File: config.mk
export PLATFORM = sky130hd
export DESIGN_NAME = fifo_rd_fwft
export DESIGN_NICKNAME = d
export VERILOG_FILES = /design/src/rtl/fifo_rd_fwft_pkg.sv /design/src/rtl/fifo_rd_fwft_skid_buf2.sv /design/src/rtl/fifo_rd_fwft.sv
export SDC_FILE = /design/constraint.sdc
export NUM_CORES = 1
export LEC_CHECK = 0
export CAP_MARGIN = 5
export CORE_MARGIN = 2
export CORE_UTILIZATION = 48
export DETAILED_ROUTE_END_ITERATION = 8
export PLACE_DENSITY = 0.77
export SETUP_SLACK_MARGIN = 0.4
export SYNTH_ARGS = -nofsm -noshare
export SYNTH_HDL_FRONTEND = slang
export SYNTH_SLANG_ARGS = --single-unit
File: constraint.sdc
create_clock -name rclk -period 2.2 [get_ports rclk]
set_clock_uncertainty 0.05 [all_clocks]
set_input_delay 0.44 -clock rclk [delete_from_list [all_inputs] [get_ports rclk]]
set_output_delay 0.44 -clock rclk [all_outputs]
set_load 0.1 [all_outputs]
File: src/rtl/fifo_rd_fwft_pkg.sv
// Shared async-FIFO package: stage-wide width defaults and FWFT output-buffer sizing.
// Helpers here are used by both the read output stage and its 2-entry buffer.
package fifo_rd_fwft_pkg;

  localparam int unsigned DATA_WIDTH = 8;
  localparam int unsigned ADDR_WIDTH = 4;

  // Output buffer depth; the issue rule keeps buffered + in-flight words within this.
  localparam int unsigned FWFT_DEPTH = 2;
  localparam int unsigned CNT_WIDTH  = $clog2(FWFT_DEPTH + 1);
  localparam int unsigned SUM_WIDTH  = CNT_WIDTH + 1;

  typedef logic [CNT_WIDTH-1:0] fwft_cnt_t;
  typedef logic [SUM_WIDTH-1:0] fwft_sum_t;

  // Words that will occupy the buffer after this edge; pop implies count >= 1.
  function automatic fwft_sum_t fwft_occupancy(input fwft_cnt_t count,
                                               input logic      add,
                                               input logic      sub);
    return SUM_WIDTH'(count) + SUM_WIDTH'(add) - SUM_WIDTH'(sub);
  endfunction

  // Buffer slot that a word written this cycle lands in, after any pop shift.
  function automatic fwft_cnt_t fwft_write_slot(input fwft_cnt_t count,
                                                input logic      sub);
    return count - CNT_WIDTH'(sub);
  endfunction

endpackage

File: src/rtl/fifo_rd_fwft_skid_buf2.sv
// Two-entry in-order buffer: head in slot 0, pop shifts slot 1 forward,
// push writes at the first free slot after that shift.
module fifo_rd_fwft_skid_buf2
  import fifo_rd_fwft_pkg::*;
#(
  parameter int unsigned DW = fifo_rd_fwft_pkg::DATA_WIDTH
) (
  input  logic            clk,
  input  logic            rst_n,
  input  logic            push,
  input  logic [DW-1:0]   data_in,
  input  logic            pop,
  output logic [DW-1:0]   head,
  output fwft_cnt_t       count,
  output logic            valid
);

  logic [DW-1:0] slot0;
  logic [DW-1:0] slot1;
  logic [DW-1:0] slot0_next;
  logic [DW-1:0] slot1_next;
  fwft_cnt_t     count_next;
  fwft_cnt_t     wr_slot;
  fwft_sum_t     occ_next;
  logic          valid_next;

  // Next contents: pop shift first, then the incoming word at the post-shift slot.
  always_comb begin
    slot0_next = slot0;
    slot1_next = slot1;
    occ_next   = fwft_occupancy(count, push, pop);
    wr_slot    = fwft_write_slot(count, pop);

    if (pop && (count == CNT_WIDTH'(2))) begin
      slot0_next = slot1;
    end

    if (push) begin
      if (wr_slot == CNT_WIDTH'(0)) begin
        slot0_next = data_in;
      end else begin
        slot1_next = data_in;
      end
    end

    count_next = CNT_WIDTH'(occ_next);
    valid_next = (occ_next != SUM_WIDTH'(0));
  end

  always_ff @(posedge clk or negedge rst_n) begin
    if (!rst_n) begin
      slot0 <= '0;
      slot1 <= '0;
      count <= '0;
      valid <= 1'b0;
    end else begin
      slot0 <= slot0_next;
      slot1 <= slot1_next;
      count <= count_next;
      valid <= valid_next;
    end
  end

  assign head = slot0;

endmodule

File: src/rtl/fifo_rd_fwft.sv
// Read-side FWFT output stage of the async FIFO: issues reads into the pointer
// logic and buffers the one-cycle-late memory data as a valid/ready stream.
module fifo_rd_fwft
  import fifo_rd_fwft_pkg::*;
#(
  parameter int unsigned DATA_WIDTH = fifo_rd_fwft_pkg::DATA_WIDTH
) (
  input  logic                  rclk,
  input  logic                  rst_n,
  input  logic                  fifo_empty,
  input  logic [DATA_WIDTH-1:0] fifo_rdata,
  output logic                  rinc,
  output logic                  m_valid,
  output logic [DATA_WIDTH-1:0] m_data,
  input  logic                  m_ready
);

  logic      inflight;
  logic      pop;
  fwft_cnt_t count;
  fwft_sum_t occ_after;

  assign pop = m_valid & m_ready;

  // Only issue when the word returning next cycle is guaranteed a free slot.
  assign occ_after = fwft_occupancy(count, inflight, pop);
  assign rinc      = ~fifo_empty & (occ_after < SUM_WIDTH'(FWFT_DEPTH));

  always_ff @(posedge rclk or negedge rst_n) begin
    if (!rst_n) begin
      inflight <= 1'b0;
    end else begin
      inflight <= rinc;
    end
  end

  fifo_rd_fwft_skid_buf2 #(
    .DW (DATA_WIDTH)
  ) u_skid_buf2 (
    .clk     (rclk),
    .rst_n   (rst_n),
    .push    (inflight),
    .data_in (fifo_rdata),
    .pop     (pop),
    .head    (m_data),
    .count   (count),
    .valid   (m_valid)
  );

endmodule

=== Word-level counts from Yosys, hierarchy flattened ===
Index checks and enable logic that the tools add are counted.

* Logic and storage cells: 21
* Output and inout bits: 10
* Flip-flop bits (word level): 20
* Input bits: 12

* Add/subtract/negate cells: 3
* Muxes and demuxes: 3
* Reductions and logical operators: 4
* Equal/unequal tests: 1
* Magnitude comparators: 1
* Bitwise gates (word level): 4

{| class="wikitable"
|+ Operators by type and width
! operator !! number
|-
| $mux W8 || 3
|-
| $add A2 B1 Y3 || 1
|-
| $lt A3 B2 Y1 const B || 1
|-
| $reduce_bool A3 Y1 || 1
|-
| $sub A3 B1 Y3 || 1
|-
| $and A1 B1 Y1 || 2
|-
| $eq A2 B2 Y1 const B || 1
|-
| $logic_not A2 Y1 || 1
|-
| $not A1 Y1 || 2
|-
| $reduce_and A2 Y1 || 1
|-
| $sub A2 B1 Y2 || 1
|-
| $logic_and A1 B1 Y1 || 1
|}

=== Depth between registers and ports, before layout ===
* Depth after elaboration: 5
* Mapped depth: 6
* Gate-level depth less buffers: 6

=== By module ===
Synthesis repeated with hierarchy kept, for this count alone.

* Cell total of the unflattened synthesis: 65
* Area, all modules: 1,003.5 µm²

{| class="wikitable"
|+ By module, submodules not included
! module !! times used !! seq. area each (µm²) !! area an instance (µm²) !! cells an instance
|-
| fifo_rd_fwft_skid_buf2 || 1 || 475.5 || 908.4 || 57
|-
| fifo_rd_fwft || 1 || 25.0 || 95.1 || 8
|}

=== Worst setup path before layout ===
OpenSTA, ideal clock, no wires.

* Kind: reg-to-output
* Start point: register u_skid_buf2.valid
* End point: output port rinc
* Path slack: -2.438 ns
* Required time: 1.710 ns
* Path buffers: 0
* Data arrival time: 4.148 ns
* Cell stages (with the launch flop): 6
* Cell sequence: dfrtp_1 > nand3b_1 > nand2_1 > ha_1 > fa_1 > nor3_1

* Word-level cells in the longest chain between the ends: 4

{| class="wikitable"
|+ RTL lines
! item !! RTL line !! RTL
|-
| from (decl) || fifo_rd_fwft_skid_buf2.sv:15 || <nowiki>output logic valid</nowiki>
|-
| from (signal assigned) || fifo_rd_fwft_skid_buf2.sv:60 || <nowiki>valid <= valid_next;</nowiki>
|-
| $and A1 B1 Y1 || fifo_rd_fwft.sv:23 || <nowiki>assign pop = m_valid & m_ready;</nowiki>
|-
| $sub A3 B1 Y3 || fifo_rd_fwft_pkg.sv:20 || <nowiki>return SUM_WIDTH'(count) + SUM_WIDTH'(add) - SUM_WIDTH'(sub);</nowiki>
|-
| via occ_after[1] || fifo_rd_fwft.sv:21 || <nowiki>fwft_sum_t occ_after;</nowiki>
|-
| $lt A3 B2 Y1 || fifo_rd_fwft.sv:27 || <nowiki>assign rinc = ~fifo_empty & (occ_after < SUM_WIDTH'(FWFT_DEPTH));</nowiki>
|-
| $and A1 B1 Y1 || fifo_rd_fwft.sv:27 ||
|-
| to (decl) || fifo_rd_fwft.sv:12 || <nowiki>output logic rinc,</nowiki>
|}

The timed path passes the listed nets, and every way through them passes these cells.

=== Worst setup path after layout ===
Same ends and word-level chain as after synthesis.

==> results.py <==
metrics = {
    "synthesis": {
        "synthesis.nets": 75,
        "yosysTopAreaCell": "dfrtp_1",
        "yosysSeqAreaShare_pct": 52.91,
        "syn_inst": 60,
        "synth_area_um2": 945.9,
        "yosysUniqueCellTypes": 16,
        "netlist_top_cells_area": "dfrtp_1 (53%), mux2_2 (19%), mux2_4 (13%)",
        "avgSynthCellArea_um2": 15.77,
        "synth_top_area_share_pct": 52.91,
        "ys_warn_count": 0,
        "synth-seq-cells": 20,
    },
    "worst_setup_path": {
        "crit_path_max_fanout": 3,
        "cp_slowest_stage_delay_ns": 0.50,
        "path_delay_family": "adder cells",
        "path_cells": "a21bo_4, nand2_2, ha_4, fa_2, nor3_4, buf_12",
        "critPathLaunchType": "register",
        "end_kind": "output port",
        "crit_slowest_cell": "dfrtp_4",
        "arrival_ns": 2.12,
        "criticalPathCategory": "register to output port",
        "required_ns": 1.71,
        "path_buf_inv": 1,
    },
    "outcome": {
        "violations": "negative setup slack",
        "status": "finished, violations left",
    },
    "floorplanning": {
        "floorplan.die.width_um": 48.39,
        "fp.dieArea_mm2": 0.002342,
        "die_height_um": 48.39,
        "core_mm2": 0.001902,
        "row_count": 16,
        "io-pin-count": 22,
        "start_util_pct": 49.74,
    },
    "cells_and_area": {
        "final_common_cell": "dfrtp_1",
        "drive_gt1_share_pct": 60.64,
        "area_growth_pct": 41.14,
        "final_cell_mix": "dfrtp_1 (19), mux2_2 (16), buf_4 (16)",
        "diodes": 0,
        "nNetsFinal": 110,
    },
    "place": {
        "dp_hpwl_mm": 1.254,
        "numPortBuffers": 21,
        "gp_congestion": 0.6963,
    },
    "run": {
        "cap_violations": 0,
    },
    "clocking": {
        "cts_buffers": 3,
        "cts_tree": "built",
        "clk_path_buf_depth": 2,
        "clock_sinks": 20,
        "path_clk_slew_ns": 0.11,
        "htreeDepth": 1,
        "clock_latency_ns": 0.29,
        "root_buffer": "clkbuf_4",
    },
    "sta": {
        "fin_crit_ns": 2.614,
        "layout_setup_ws_ns": -0.4142,
        "hold-worst-slack_ns": 0.3461,
        "hold_viol_final": 0,
        "relSlewSlack_pct": 77.45,
        "min_period_over_period_pct": 118.8,
        "final-setup-viol-count": 1,
        "drv_slew": 0,
        "fmax_ghz": 0.3825,
        "finalSetupTns_ns": -0.4142,
        "tightest_slew_ns": 0.3373,
        "rsz0062_at_grt": "true",
    },
    "route": {
        "drt-vias-per-instance": 4.868,
        "drt-pass1-iter-count": 3,
        "wl_mm": 1.681,
        "drt_iter0_drc": 2,
        "dr_total_vias": 589,
        "drc": 0,
        "postRouteAntennaNets": 0,
        "wire_per_inst_um": 13.89,
    },
    "global_routing": {
        "grt_pass1_vias": 628,
        "antenna_found_initial": 0,
        "grt_max_degree": 15,
        "track_usage_pct": 16.42,
        "grt_remaining_overflow": 0,
        "grt_first_pass_wirelength_mm": 2.877,
    },
    "min_path": {
        "hold_path.class": "input pin to async pin",
    },
}
[path summary, 6_finish.rpt]
kind | endpoint | depth (start not counted) | slack, ns | startpoint
worst max-delay path | rinc | 6 | -0.41 | u_skid_buf2.valid
worst min-delay path | u_skid_buf2.count[1] | 1 | 0.35 | rst_n
worst max register to register | u_skid_buf2.valid | 6 | 0.17 | u_skid_buf2.valid
worst min register to register | u_skid_buf2.slot1[0] | 1 | 0.47 | u_skid_buf2.slot1[0]
max in group asynchronous | u_skid_buf2.slot1[3] | 2 | 1.25 | rst_n
min in group rclk | u_skid_buf2.slot1[0] | 1 | 0.47 | u_skid_buf2.slot1[0]
[worst register-to-register path, cell delays in order, from the launching register on]
cell     delay [ns]
dfrtp_4        0.50
a21bo_4        0.23
nand2_2        0.07
ha_4           0.13
fa_2           0.46
buf_4          0.16
or3_1          0.33
[layout make-up]
class	count	area [um^2]
Multi-Input combinational cell	36	457.9
Timing Repair Buffer	31	291.5
Clock buffer	4	36.28
Tap cell	27	33.78
Sequential cell	20	504.2
Inverter	3	11.26
Fill cell	134	566.8
[cell families (layout without fill, tap and decap cells)]
kind of cell	count (synthesis)	after routing	share of synthesized area (%)
DFF	20	20	52.91
muxes	24	24	31.75
AOI/OAI and AO/OA	2	2	1.984
buffers and inverters	4	38	2.381
xor gates and xnor gates	1	1	0.9261
and+or+nand+nor	6	6	5.290
adders and majority gates	3	3	4.762
[metrics by stage]
step                setup slack, ns  util [%]  std cells  area [um^2]
floorplan                   -0.7204         -         60        963.4
detailed placement          -0.5734     66.45        116         1264
CTS                         -0.4631     68.82        121         1309
finish                      -0.4142     70.20        121         1335
global route                -0.4745     70.20        121         1335
global placement            -0.5349     66.45        116         1264
[metal layers]
metal | vias up | part of all wire [%] | track usage (%)
li1 | 285 | - | -
met1 | 288 | 43 | 20.25
met2 | 14 | 51 | 27.78
met3 | 2 | 4.4 | 2.778
met4 | 0 | 1.8 | 8.571
met5 | - | 0 | 0
[state kept, by name, summed over array words and instances (netlist names)]
| register | cells |
|---|---|
| u_skid_buf2.count | 2 |
| u_skid_buf2.valid | 1 |
| u_skid_buf2.slot1 | 8 |
| u_skid_buf2.head | 8 |
| inflight | 1 |
[synth_stat cells]
cell type and count:
a31o_1 1, nand4b_2 1, a21bo_2 1, dfrtp_1 20, nor3_1 1, buf_6 1
xnor2_1 1, mux2_2 16, nand4_2 1, inv_1 3, mux2_4 8, nand3b_1 1
nand2_1 1, fa_1 1, ha_1 2, or3_1 1
[what timing repair did]
item | in CTS | in global routing
gates resized for setup | 3 | 5
pin swaps | 4 | 4
setup endpoints to repair | 19 | 19
hold buffers | 0 | 0
buffers inserted | 1 | 0
Power is not shown: default switching activity piles up to over one toggle a cycle in this logic, so the estimate is an artifact.
